===== src/rtl/y86_mem_pkg.sv =====
// Shared Y86 memory-stage definitions: icodes, FSM states, mux selects.
// Imported by mem_op_decode and mem_request_unit.
package y86_mem_pkg;

    localparam int MEM_WORDS_DEFAULT = 1024;

    localparam logic [3:0] IRMMOVQ = 4'h4;
    localparam logic [3:0] IMRMOVQ = 4'h5;
    localparam logic [3:0] ICALL   = 4'h8;
    localparam logic [3:0] IRET    = 4'h9;
    localparam logic [3:0] IPUSHQ  = 4'hA;
    localparam logic [3:0] IPOPQ   = 4'hB;

    typedef enum logic [1:0] {
        IDLE,
        REQ,
        WAIT,
        DONE
    } state_t;

    typedef enum logic {
        ADDR_VALE,
        ADDR_VALA
    } addr_sel_t;

    typedef enum logic {
        WDATA_VALA,
        WDATA_VALP
    } wdata_sel_t;

endpackage


===== src/rtl/mem_op_decode.sv =====
// Combinational icode decode for the memory stage:
// access direction plus address and write-data source selects.
module mem_op_decode
    import y86_mem_pkg::*;
(
    input  logic [3:0] icode,
    output logic       is_read,
    output logic       is_write,
    output addr_sel_t  addr_sel,
    output wdata_sel_t wdata_sel
);

    always_comb begin
        is_read   = 1'b0;
        is_write  = 1'b0;
        addr_sel  = ADDR_VALE;
        wdata_sel = WDATA_VALA;
        unique case (icode)
            IRMMOVQ, IPUSHQ: is_write = 1'b1;
            ICALL: begin
                is_write  = 1'b1;
                wdata_sel = WDATA_VALP;
            end
            IMRMOVQ, IPOPQ: is_read = 1'b1;
            IRET: begin
                is_read  = 1'b1;
                addr_sel = ADDR_VALA;
            end
            default: ;
        endcase
    end

endmodule


===== src/rtl/mem_request_unit.sv =====
// Y86 memory-stage request FSM: IDLE -> REQ -> WAIT -> DONE with registered outputs.
// Optional macro MEM_BOUNDS_CHECK_EN: out-of-range addresses finish with mem_err.
module mem_request_unit
    import y86_mem_pkg::*;
#(
    parameter int MEM_WORDS = MEM_WORDS_DEFAULT,
    parameter int DATA_W    = 64
) (
    input  logic              clk,
    input  logic              rst_n,
    input  logic              start,
    input  logic [3:0]        icode,
    input  logic [DATA_W-1:0] valA,
    input  logic [DATA_W-1:0] valE,
    input  logic [DATA_W-1:0] valP,
    output logic              busy,
    output logic              done,
    output logic [DATA_W-1:0] valM,
    output logic              mem_err,
    output logic              req_valid,
    output logic              req_write,
    output logic [DATA_W-1:0] req_addr,
    output logic [DATA_W-1:0] req_wdata,
    input  logic              req_ready,
    input  logic              rsp_valid,
    input  logic [DATA_W-1:0] rsp_rdata
);

    state_t            state;
    logic              is_read;
    logic              is_write;
    addr_sel_t         addr_sel;
    wdata_sel_t        wdata_sel;
    logic              access;
    logic              addr_bad;
    logic [DATA_W-1:0] addr_next;
    logic [DATA_W-1:0] wdata_next;

    mem_op_decode u_decode (
        .icode     (icode),
        .is_read   (is_read),
        .is_write  (is_write),
        .addr_sel  (addr_sel),
        .wdata_sel (wdata_sel)
    );

    assign access     = is_read | is_write;
    assign addr_next  = (addr_sel == ADDR_VALA) ? valA : valE;
    assign wdata_next = (wdata_sel == WDATA_VALP) ? valP : valA;

`ifdef MEM_BOUNDS_CHECK_EN
    assign addr_bad = (addr_next >= DATA_W'(MEM_WORDS));
`else
    logic unused_limit;
    assign addr_bad     = 1'b0;
    assign unused_limit = (addr_next >= DATA_W'(MEM_WORDS));
`endif

    always_ff @(posedge clk) begin
        if (!rst_n) begin
            state     <= IDLE;
            busy      <= 1'b0;
            done      <= 1'b0;
            mem_err   <= 1'b0;
            req_valid <= 1'b0;
            req_write <= 1'b0;
            req_addr  <= '0;
            req_wdata <= '0;
            valM      <= '0;
        end else begin
            unique case (state)
                IDLE: begin
                    if (start) begin
                        busy <= 1'b1;
                        if (!access || addr_bad) begin
                            state   <= DONE;
                            done    <= 1'b1;
                            mem_err <= access & addr_bad;
                        end else begin
                            state     <= REQ;
                            req_valid <= 1'b1;
                            req_write <= is_write;
                            req_addr  <= addr_next;
                            req_wdata <= wdata_next;
                        end
                    end
                end
                // a response arriving alongside ready is ignored here
                REQ: begin
                    if (req_ready) begin
                        req_valid <= 1'b0;
                        if (req_write) begin
                            state <= DONE;
                            done  <= 1'b1;
                        end else begin
                            state <= WAIT;
                        end
                    end
                end
                WAIT: begin
                    if (rsp_valid) begin
                        valM  <= rsp_rdata;
                        state <= DONE;
                        done  <= 1'b1;
                    end
                end
                DONE: begin
                    state   <= IDLE;
                    busy    <= 1'b0;
                    done    <= 1'b0;
                    mem_err <= 1'b0;
                end
            endcase
        end
    end

endmodule


===== config.mk =====
export PLATFORM = sky130hd
export DESIGN_NAME = mem_request_unit
export DESIGN_NICKNAME = d
export VERILOG_FILES = /design/src/rtl/y86_mem_pkg.sv /design/src/rtl/mem_op_decode.sv /design/src/rtl/mem_request_unit.sv
export SDC_FILE = /design/constraint.sdc
export NUM_CORES = 1
export LEC_CHECK = 0
export CAP_MARGIN = 20
export CORE_AREA = 2 2 180 182
export DETAILED_ROUTE_END_ITERATION = 16
export DIE_AREA = 0 0 182 184
export PLACE_DENSITY = 0.68
export RECOVER_POWER = 100
export SYNTH_ARGS = -nofsm -noshare
export SYNTH_HDL_FRONTEND = slang
export SYNTH_SLANG_ARGS = --single-unit

===== constraint.sdc =====
create_clock -name clk -period 3.9 [get_ports clk]
set_input_delay 0.78 -clock clk [delete_from_list [all_inputs] [get_ports clk]]
set_output_delay 0.78 -clock clk [all_outputs]
set_load 0.01 [all_outputs]

==> results.toml <==
[yosys]
syn-cell-area_um2 = 8140
synth_fp_nets = 1169
yosysSeqAreaShare_pct = 48.7
synth-seq-cells = 198
ys_types = 28
yosys_warnings = 0
synth_area_per_cell_um2 = 9.05
syn-instance-count = 899

[critical_path]
worstReg2RegStart = "state[0]"
critPathLaunchType = "primary input"
rr_endpoint = "valM[11]"
crit_chain = "dlygate4sd3_1 -> or3b_1 -> a21oi_4 -> buf_12 -> o21ai_0 -> a21oi_1"
r2r_slack_ns = 1.55
crit_path_start = "icode[1]"
required_ns = 4.25
end_kind = "flip-flop"
critPathKind = "primary input to flip-flop"
crit_slowest_cell = "dlygate4sd3_1"
crit_end = "req_addr[34]"
critPathMaxFanout = 90
slowest_delay_ns = 0.60
critPathArrivalTime_ns = 3.05
r2r_cells = 6

[global_routing]
met2_usage_pct = 29.5
busiest_layer = "met2"
antenna_found_initial = 0
grt_max_degree = 91
grt_pass1_wl_um = 44100
grt_usage_pct = 16.9
grt_util_met1_pct = 19.3
overflow = 0
grt_pass1_vias = 7953
grt_use_met3_pct = 5.98

[route]
wl_per_cell_um = 17.2
drt_first_iter_violations = 211
drtPass1Iterations = 6
totalWireLength_um = 29700
drc = 0
drtAntennaViolNets = 0
avgViaCountPerCell = 4.65
route.vias.total = 8024

[placed_design]
portBuffers = 460
hpwl_um = 21600
gp_congestion = 0.801

[timing]
finalSetupViolations = 0
finalSetupTns_ns = 0
worst_hold_slack_ns = 0.449
hold_viol = 0
max_slew_margin_pct = 13.7
clock.fmax_ghz = 0.371
rsz0062_at_grt = "false"
finalClockSkew_ns = 0.0127
finalCritPeriodShare_pct = 69.1
min_period_ns = 2.70
worst_slew_pin_slew_ns = 1.29
slew_violations = 0

[clocking]
clk_pin_slew_ns = 0.08
root_buffer = "clkbuf_16"
cts.sinks = 198
clk_latency_ns = 0.43
clockBufferDepth = 2
postCtsSetupRepairBufs = 0
ctsHoldBuffers = 0
cts_tree = "yes"
cts_made_buffers = 17
cts_resized = 0
cts-htree-levels = 4

[cells_and_area]
layout.nets = 1581
area_growth_pct = 66.7
num_antenna_cells = 0
drive_gt1_share_pct = 3.70

[power]
p_per_area_nw_per_um2 = 430
leakage_uw = 0.00530
ir_worst_vdd_uv = 262

[floorplan]
dieArea_um2 = 33500
initial_core_util_pct = 25.9
ioPinCount = 462
rows = 65
die_h_um = 184
core_um2 = 31400
dieWidth_um = 182

[run]
drv_cap = 0

[min_path]
hp-class = "flip-flop to flip-flop"

[status]
outcome = "finished clean"
==> layout make-up <==
| class | count | area [µm²] |
|---|---|---|
| Inverter | 5 | 18.8 |
| Tap cell | 402 | 503 |
| Fill cell | 3057 | 17800 |
| Multi-Input combinational cell | 618 | 3760 |
| Clock inverter | 12 | 106 |
| Timing Repair Buffer | 471 | 4750 |
| Sequential cell | 198 | 3960 |
| Clock buffer | 20 | 467 |
==> sequential cells by signal, indices dropped and copies added (netlist names) <==
| register | cells |
|---|---|
| req_wdata | 64 |
| req_write | 1 |
| req_addr | 64 |
| state | 2 |
| busy | 1 |
| req_valid | 1 |
| valM | 64 |
| done | 1 |
==> worst max-delay path: cells and delay by family <==
family	cells	cell delay (ns)
simple gates	1	0.44
buf+inv	2	0.97
compound gates	3	0.84
==> power breakdown <==
part           internal, µW  switching, µW  leakage (µW)
Clock                   896            884      0.000280
Sequential             2310            134       0.00161
Combinational           833            780       0.00341
==> stage by stage <==
stage	utilization (%)	std cells	cell area, µm²	total power, µW	setup slack [ns]
finish	43.2	1726	13600	5830	1.20
global route	43.2	1726	13600	6170	1.05
CTS	43.3	1726	13600	6050	1.34
detailed placement	41.4	1694	13000	4240	0.886
global placement	41.4	1693	13000	4210	0.924
floorplan	-	899	8140	3230	1.96
==> worst min path at each step <==
stage / cells after the start / from / endpoint / slack [ns]
after floorplan: 2 / valM[0] / valM[0] / 0.48
after global placement: 2 / valM[0] / valM[0] / 0.44
after detailed placement: 2 / valM[7] / valM[7] / 0.45
after CTS: 2 / valM[7] / valM[7] / 0.46
after global routing: 2 / valM[0] / valM[0] / 0.47
final: 2 / valM[21] / valM[21] / 0.45
==> cells in the final DEF (no fill, tap or decap), types with 2 or more instances in the layout <==
master and count:
dfxtp_1 198, clkbuf_16 17, nand2_1 134, inv_8 3, a211oi_1 2, a21oi_1 159
clkdlybuf4s50_1 261, inv_6 5, dlygate4sd3_1 198, o21ai_1 3, nor2b_1 3, and2_1 2
clkinvlp_4 2, inv_1 5, ha_1 5, clkbuf_2 2, clkbuf_8 3, o21ai_0 130
mux2i_1 130, a21boi_0 35, buf_12 6, buf_4 3
==> cells by family after synthesis <==
kind of cell,count (synthesis),synth area share (%)
simple gates,149,7.39
buf+inv,83,5.21
flops,198,48.7
fa+ha+maj,5,0.769
other cells,1,0.0461
compound gates,333,21.9
mux,130,16.0
==> routing by layer <==
layer	wire [µm]	vias up	share of wire, %
li1	-	3971	-
met1	12200	3691	41
met2	14400	330	49
met3	2470	32	8.3
met4	595	0	2.0
met5	0	-	0
==> Yosys cell counts (all sizes together) <==
cell,n,area [µm²]
a211oi,2,15.0
nor3,2,10.0
a221oi,1,8.76
a21boi,35,263
dfxtp,198,3960
nor2b,3,18.8
conb,1,3.75
nand2b,2,20.0
nand2,135,507
and2,3,18.8
a21oi,160,812
nand3,1,5.00
o221ai,1,8.76
o21ai,133,666
ha,5,62.6
clkbuf,39,146
o211a,1,10.0
nor3b,1,7.51
inv,5,18.8
mux2i,130,1300
buf,39,259
or3b,1,11.3
nor2,1,3.75
Power figures use the tool's default switching activity.
